===== config.mk =====
export PLATFORM = sky130hd
export DESIGN_NAME = wb_initiator
export DESIGN_NICKNAME = d
export VERILOG_FILES = /design/src/rtl/wb_initiator_pkg.sv /design/src/rtl/wb_initiator_timer.sv /design/src/rtl/wb_initiator.sv
export SDC_FILE = /design/constraint.sdc
export NUM_CORES = 1
export LEC_CHECK = 0
export CORE_AREA = 3 3 111 113
export CTS_CLUSTER_DIAMETER = 30
export DETAILED_ROUTE_END_ITERATION = 12
export DIE_AREA = 0 0 114 116
export PLACE_DENSITY = 0.84
export SYNTH_ARGS = -nofsm -noshare
export SYNTH_HDL_FRONTEND = slang
export SYNTH_HIERARCHICAL = 1
export SYNTH_SLANG_ARGS = --single-unit

===== constraint.sdc =====
create_clock -name wb_clk_i -period 2.2 [get_ports wb_clk_i]
set_input_delay 0.22 -clock wb_clk_i [delete_from_list [all_inputs] [get_ports wb_clk_i]]
set_output_delay 0.22 -clock wb_clk_i [all_outputs]
set_load 0.05 [all_outputs]

===== src/rtl/wb_initiator_pkg.sv =====
// Shared types and constants for the Wishbone classic-cycle initiator.
package wb_initiator_pkg;

    typedef enum logic [1:0] {
        IDLE = 2'd0,
        BUS  = 2'd1,
        RESP = 2'd2
    } state_t;

    localparam int DEFAULT_AW = 32;
    localparam int DEFAULT_DW = 32;

    // Read data returned on an aborted cycle; sliced down to DW bits by the user.
    localparam logic [63:0] TIMEOUT_DATA = 64'hFFFF_FFFF_FFFF_FFFF;

endpackage


===== src/rtl/wb_initiator_timer.sv =====
// Clearable, saturating wait-for-ack counter; reached flags the edge on which
// the count would hit TIMEOUT_CYCLES. TIMEOUT_CYCLES = 0 disables it entirely.
module wb_initiator_timer #(
    parameter int TIMEOUT_CYCLES = 255
) (
    input  logic clk,
    input  logic rst_n,
    input  logic clear,
    input  logic enable,
    output logic reached
);

    localparam int TW = (TIMEOUT_CYCLES > 0) ? $clog2(TIMEOUT_CYCLES + 1) : 1;
    localparam logic [TW-1:0] LIMIT = TW'(TIMEOUT_CYCLES);
    localparam logic [TW-1:0] LAST  = TW'(TIMEOUT_CYCLES - 1);

    logic [TW-1:0] count;

    always_ff @(posedge clk) begin
        if (!rst_n || clear) begin
            count <= '0;
        end else if (enable && count != LIMIT) begin
            count <= count + TW'(1);
        end
    end

    generate
        if (TIMEOUT_CYCLES == 0) begin : g_never
            assign reached = 1'b0;
        end else begin : g_limit
            assign reached = enable && (count == LAST);
        end
    endgenerate

endmodule


===== src/rtl/wb_initiator.sv =====
// Single-beat Wishbone classic initiator with command/response handshakes.
// Define WB_INITIATOR_STATS_EN to add saturating transaction/timeout counters.
module wb_initiator
    import wb_initiator_pkg::*;
#(
    parameter int AW             = DEFAULT_AW,
    parameter int DW             = DEFAULT_DW,
    parameter int TIMEOUT_CYCLES = 255
) (
    input  logic            wb_clk_i,
    input  logic            wb_rst_n,
    input  logic            cmd_valid_i,
    output logic            cmd_ready_o,
    input  logic            cmd_we_i,
    input  logic [AW-1:0]   cmd_adr_i,
    input  logic [DW-1:0]   cmd_dat_i,
    input  logic [DW/8-1:0] cmd_sel_i,
    output logic            rsp_valid_o,
    input  logic            rsp_ready_i,
    output logic [DW-1:0]   rsp_dat_o,
    output logic            rsp_timeout_o,
`ifdef WB_INITIATOR_STATS_EN
    output logic [15:0]     txn_count_o,
    output logic [15:0]     timeout_count_o,
`endif
    output logic            wbm_cyc_o,
    output logic            wbm_stb_o,
    output logic            wbm_we_o,
    output logic [DW/8-1:0] wbm_sel_o,
    output logic [AW-1:0]   wbm_adr_o,
    output logic [DW-1:0]   wbm_dat_o,
    input  logic [DW-1:0]   wbm_dat_i,
    input  logic            wbm_ack_i
);

    state_t state;
    logic   expired;

    // Timer is held clear while idle so every bus cycle starts counting from zero.
    wb_initiator_timer #(
        .TIMEOUT_CYCLES(TIMEOUT_CYCLES)
    ) u_timer (
        .clk     (wb_clk_i),
        .rst_n   (wb_rst_n),
        .clear   (state == IDLE),
        .enable  (state == BUS && !wbm_ack_i),
        .reached (expired)
    );

    always_ff @(posedge wb_clk_i) begin
        if (!wb_rst_n) begin
            state         <= IDLE;
            cmd_ready_o   <= 1'b1;
            rsp_valid_o   <= 1'b0;
            rsp_dat_o     <= '0;
            rsp_timeout_o <= 1'b0;
            wbm_cyc_o     <= 1'b0;
            wbm_stb_o     <= 1'b0;
            wbm_we_o      <= 1'b0;
            wbm_sel_o     <= '0;
            wbm_adr_o     <= '0;
            wbm_dat_o     <= '0;
        end else begin
            case (state)
                IDLE: begin
                    if (cmd_valid_i) begin
                        wbm_we_o    <= cmd_we_i;
                        wbm_adr_o   <= cmd_adr_i;
                        wbm_dat_o   <= cmd_dat_i;
                        wbm_sel_o   <= cmd_sel_i;
                        wbm_cyc_o   <= 1'b1;
                        wbm_stb_o   <= 1'b1;
                        cmd_ready_o <= 1'b0;
                        state       <= BUS;
                    end
                end
                BUS: begin
                    // Ack is checked first so it wins over a simultaneous timeout.
                    if (wbm_ack_i) begin
                        wbm_cyc_o     <= 1'b0;
                        wbm_stb_o     <= 1'b0;
                        rsp_dat_o     <= wbm_we_o ? '0 : wbm_dat_i;
                        rsp_timeout_o <= 1'b0;
                        rsp_valid_o   <= 1'b1;
                        state         <= RESP;
                    end else if (expired) begin
                        wbm_cyc_o     <= 1'b0;
                        wbm_stb_o     <= 1'b0;
                        rsp_dat_o     <= TIMEOUT_DATA[DW-1:0];
                        rsp_timeout_o <= 1'b1;
                        rsp_valid_o   <= 1'b1;
                        state         <= RESP;
                    end
                end
                RESP: begin
                    if (rsp_ready_i) begin
                        rsp_valid_o <= 1'b0;
                        cmd_ready_o <= 1'b1;
                        state       <= IDLE;
                    end
                end
                default: state <= IDLE;
            endcase
        end
    end

`ifdef WB_INITIATOR_STATS_EN
    always_ff @(posedge wb_clk_i) begin
        if (!wb_rst_n) begin
            txn_count_o     <= '0;
            timeout_count_o <= '0;
        end else if (state == RESP && rsp_ready_i) begin
            if (txn_count_o != 16'hFFFF) begin
                txn_count_o <= txn_count_o + 16'd1;
            end
            if (rsp_timeout_o && timeout_count_o != 16'hFFFF) begin
                timeout_count_o <= timeout_count_o + 16'd1;
            end
        end
    end
`endif

endmodule


# --- After elaboration in Yosys (flattened, before gate mapping) ---
# Index checks and enable logic that the tools add are counted.
totals:
  ff_bits: 115
  word_cells: 56
  input_bits: 106
  out_inout_bits: 106
classes:
  n_addsub: 1
  reduce_logical: 17
  n_mux: 20
  n_eq_ne: 7
ops:
  columns: ["operator", "n"]
  rows:
  - ["2-to-1 mux 32 bit", 3]
  - ["AND reduction 3 bit", 4]
  - ["2-to-1 mux 1 bit", 9]
  - ["adder 8 x 1 -> 8 bit, second input constant", 1]
  - ["equality test 8 bit, second input constant", 1]
  - ["2-to-1 mux 2 bit", 4]
  - ["inequality test 8 bit, second input constant", 1]
  - ["nonzero test 2 bit", 4]
  - ["case mux 1 bit (2 select lines)", 3]
  - ["case mux 2 bit (3 select lines)", 1]
  - ["inequality test 2 bit, second input constant", 2]
  - ["AND reduction 2 bit", 2]
  - ["logical AND 1 bit", 3]
  - ["inequality test 3 bit, second input constant", 1]
  - ["equality test 2 x 1 -> 1 bit, second input constant", 1]
  - ["equality test 2 bit, second input constant", 1]
  - ["logical NOT 1 bit", 2]
  - ["logical NOT 2 bit", 1]
  - ["logical OR 1 bit", 1]

# --- Depth between registers and ports, before layout ---
depth:
  word_depth: 6
  depth_mapped: 9
  depth_no_buf: 7

# --- Cells and area by module ---
# The synthesis kept the hierarchy.
by_module_without_submodules:
  columns: ["mod", "cells_each", "seq_area_each_um2", "area_each_um2", "instances"]
  rows:
  - ["wb_initiator", 442, 2142.1, 4169.0, 1]
  - ["wb_initiator_timer", 51, 160.2, 459.2, 1]

# --- Worst setup path after synthesis ---
# OpenSTA, ideal clock, no wires.
synth_timing:
  path_kind: "register to register"
  from: "register state[1]"
  to: "register rsp_dat_o[0]"
  synth_period_minus_slack_ns: 1.855
  setup_time_ns: 0.119
  slack_ns: 0.345
  n_path_buf: 2
  t_required_ns: 2.081
  stages_incl_launch_ff: 10
  arrival_ns: 1.736
  cell_sequence: "dfxtp_1 > buf_6 > nand2b_4 > nor2_1 > and3_2 > and3_1 > nor2_1 > nor2_4 > buf_2 > o221a_2"
synth_between:
  elab_chain_len: 5
synth_lines:
  columns: ["element", "line_no", "rtl"]
  rows:
  - ["start: declaration", "wb_initiator.sv:36", "state_t state;"]
  - ["start signal: assignment", "wb_initiator.sv:52", "state <= IDLE;"]
  - ["start signal: assignment", "wb_initiator.sv:74", "state <= BUS;"]
  - ["start signal: assignment", "wb_initiator.sv:85", "state <= RESP;"]
  - ["equality test 2 x 1 -> 1 bit", "wb_initiator.sv:46", ".enable (state == BUS && !wbm_ack_i),"]
  - ["logical AND 1 bit", "wb_initiator.sv:46", null]
  - ["logical AND 1 bit", "wb_initiator_timer.sv:31", "assign reached = enable && (count == LAST);"]
  - ["named net expired", "wb_initiator.sv:37", "logic expired;"]
  - ["nonzero test 2 bit (no source line)", null, null]
  - ["AND reduction 2 bit (no source line)", null, null]
  - ["end signal: assignment", "wb_initiator.sv:82", "rsp_dat_o <= wbm_we_o ? '0 : wbm_dat_i;"]
  - ["end signal: assignment", "wb_initiator.sv:89", "rsp_dat_o <= TIMEOUT_DATA[DW-1:0];"]
  - ["end: declaration", "wb_initiator.sv:20", "output logic [DW-1:0] rsp_dat_o,"]
# The timed path passes the listed nets, and every way through them passes these cells.
# A chain may end at the register's enable or synchronous reset.

# --- Worst setup path in the final report ---
layout_timing:
  from: "register u_timer.count[4]"
  to: "register rsp_dat_o[16]"
layout_between:
  elab_chain_len: 4
layout_lines:
  columns: ["element", "line_no", "rtl"]
  rows:
  - ["start: declaration", "wb_initiator_timer.sv:17", "logic [TW-1:0] count;"]
  - ["start signal: assignment", "wb_initiator_timer.sv:23", "count <= count + TW'(1);"]
  - ["equality test 8 bit", "wb_initiator_timer.sv:31", null]
  - ["logical AND 1 bit", "wb_initiator_timer.sv:31", null]
  - ["named net expired", "wb_initiator.sv:37", null]
  - ["nonzero test 2 bit (no source line)", null, null]
  - ["AND reduction 2 bit (no source line)", null, null]
# The timed path passes the listed nets, and every way through them passes these cells.

==> summary.md <==
| Metric | Value |
|---|---|
| Die outline width | `114 um` |
| Initial antenna violation count | `0` |
| Area grow syn2layout | `58.0%` |
| Max FO, Critical Path | `35` |
| Post-CTS Resized | `0` |
| Setup CP Type | `reg -> reg` |
| Startpoint class of the critical path | `flip-flop` |
| Main synth FF type | `dfxtp_1` |
| Remaining DRCs | `0` |
| Average wire per standard cell | `14.9 um` |
| Final Slew Violations | `0` |
| Clk_skew | `0.00795 ns` |
| GRT Total Usage | `0.185` |
| Critical Path Stages | `5` |
| Most area-hungry cell type in the Yosys netlist | `dfxtp_1` |
| ANT nets after route | `0` |
| H-tree depth | `4` |
| Sequential share of power | `0.379` |
| Critical path's largest stage delay | `0.60 ns` |
| Final HPWL from detailed placement | `9120 um` |
| Final period utilization | `0.888` |
| Sequential area share after synthesis | `0.497` |
| Syn nets | `601` |
| Clock share of power | `0.412` |
| Row Count | `39` |
| Worst-path cell chain | `and4_4 -> and3_1 -> nor2_1 -> nor2_4 -> o221a_2` |
| Largest cells by area after synthesis | `dfxtp_1 50%, nand2_1 12%, o221a_2 7.8%` |
| P per Cell Area | `825 nW/um2` |
| Root Driver | `clkbuf_16` |
| Switching share of power | `0.283` |
| CTS clock-pin slew for the worst setup and hold paths | `0.05 ns` |
| Fmax | `512 MHz` |
| Starting Density | `0.405` |
| Worst slew margin | `0.479` |
| Hold path depth | `3` |
| Multi-input gate area | `2050 um2` |
| Slew @ Worst Pin | `0.780 ns` |
| Synthesized instance count | `493` |
| Latest clock arrival within the worst-skew pair | `0.40 ns` |
| Crit path DAT | `2.29 ns` |
| Worst path top cell family by delay | `simple AND/OR/NAND/NOR gates` |
| Max cap viols | `0` |
| Int Power | `4.33 mW` |
| Final Hold Fails | `0` |
| Core Box Area | `11400 um2` |
| Placer Congestion | `0.782` |
| Status | `completed` |
| Syn Area/Cell | `9.39 um2` |
| Syn. warnings | `6` |
| Buffers on Ports | `211` |
| DR iter-0 viols | `390` |
| P_sw | `1.71 mW` |
| Number of flops mapped to enable cells by yosys | `0` |
| Library cells used by synthesis | `39` |
| Filler instances | `900` |
| Max Root-Sink Buffers | `2` |
| Slowest cell on the critical path | `nor2_4` |
| First-pass GRT wire length | `19900 um` |
| Layout cell share with drive strength beyond 1 | `0.118` |
| TritonCTS clock tree | `yes` |
| VDD IR max | `0.000538 V` |
| Largest net degree at the start of global routing | `70` |
| Post-synth top cells | `145 x nand2_1, 115 x dfxtp_1, 40 x a21boi_0` |
| Vias in the first global route | `4210` |
| CP bufs+invs | `0` |
| LEAKAGE | `2.77 nW` |
| Sum of negative setup slack | `0 ns` |
| Hold_buf cts | `0` |
| Vias per std cell | `5.01` |
| Post-CTS Setup Inserts | `0` |
| Die Y | `116 um` |
| Vias | `4251` |
| FFs w/ async S/R, synth | `0` |
| Antenna Cells | `0` |
| Clock sinks | `115` |
| Worst path required time | `2.54 ns` |
| Gate power share | `0.210` |
| Unrepaired setup endpoints after global routing | `false` |
| Seq cells post-synth | `115` |
| Final Net Count | `802` |
| Top-level port count | `212` |
| Setup crit end kind | `flip-flop` |
| Register area | `2300 um2` |
| Final setup violation count | `0` |
| TritonCTS Buffers | `17` |
| Worst hold path class | `in -> reg` |
| Post-Syn Area | `4630 um2` |
| Post-synth top area share | `0.497` |
| Reg2Reg Depth | `5` |
| Grt ovf | `0` |
| Final wirelength | `12600 um` |
| Initial DRT Pass Iterations | `5` |
| Most frequent cell after synthesis | `nand2_1` |
| Min Tclk post-route | `1.95 ns` |
| Die ar. | `13200 um2` |
| Overall power | `6.03 mW` |
## stage by stage
| stage | hold slack, ns | util | cell area (um2) | setup WS (ns) | cells |
|---|---|---|---|---|---|
| after floorplan | 0.355 | - | 4630 | 0.345 | 493 |
| after global placement | 0.440 | 0.592 | 6770 | 0.0592 | 818 |
| after detailed placement | 0.446 | 0.592 | 6770 | 0.00137 | 818 |
| after CTS | 0.196 | 0.640 | 7310 | 0.234 | 849 |
| after global routing | 0.242 | 0.640 | 7310 | 0.105 | 849 |
| final | 0.217 | 0.640 | 7310 | 0.247 | 849 |
## final cells by class
cell class / count / area share
Clock buffer: 21 / 0.0630
Clock inverter: 10 / 0.0116
Inverter: 4 / 0.00205
Multi-Input combinational cell: 335 / 0.281
Sequential cell: 115 / 0.315
Tap cell: 143 / 0.0245
Timing Repair Buffer: 221 / 0.303
## kinds of logic after synthesis
| kind of cell | after synthesis | synth area share |
|---|---|---|
| buffers and inverters | 43 | 0.0592 |
| adders and majority gates | 2 | 0.00541 |
| DFF | 115 | 0.497 |
| muxes | 2 | 0.00433 |
| xor gates and xnor gates | 1 | 0.00189 |
| AOI/OAI and AO/OA | 122 | 0.222 |
| and+or+nand+nor | 208 | 0.209 |
## layer usage
layer  wire length, um  global-route usage
met1              5240               0.219
met2              6280               0.325
met3               995              0.0501
met4               116              0.0602
met5                 0                   0
## state kept, by name (all words and copies together), names as in the netlist
register       count
rsp_valid_o        1
wbm_we_o           1
wbm_adr_o         32
wbm_dat_o         32
cmd_ready_o        1
rsp_dat_o         32
wbm_stb_o          1
u_timer/count      8
state              2
rsp_timeout_o      1
wbm_sel_o          4
## power by group through the flow
stage               clock (mW)  combinational [mW]  sequential, mW
floorplan                    0               0.349            2.75
global placement             0                1.25            2.32
detailed placement           0                1.27            2.33
CTS                       2.54                1.27            2.29
global route              2.65                1.33            2.30
finish                    2.48                1.26            2.29
## worst paths after layout
| path | slack (ns) | start | end |
|---|---|---|---|
| min | 0.22 | wb_rst_n | u_timer/count[2]$_SDFFE_PP0P_ |
| max | 0.25 | u_timer/count[4]$_SDFFE_PP0P_ | rsp_dat_o[16]$_SDFFE_PN0P_ |
| min reg2reg | 0.45 | wbm_dat_o[28]$_SDFFE_PN0P_ | wbm_dat_o[28]$_SDFFE_PN0P_ |
| max reg2reg | 0.25 | u_timer/count[4]$_SDFFE_PP0P_ | rsp_dat_o[16]$_SDFFE_PN0P_ |
## worst min-delay path, stage by stage
cell and delay (ns):
buf_2 0.12, nand2b_1 0.16, a21oi_1 0.06
## placed cells by master, fill, tap and decap left out, types with 5 or more instances in the layout
cell type	count
a21oi_1	5
a21boi_0	40
nor2_1	5
clkbuf_16	17
a21boi_1	31
clkdlybuf4s50_1	209
nand2_1	145
dfxtp_1	115
buf_4	8
o221a_2	32
clkinv_2	5
nor2b_1	34
Power figures use the tool's default switching activity.
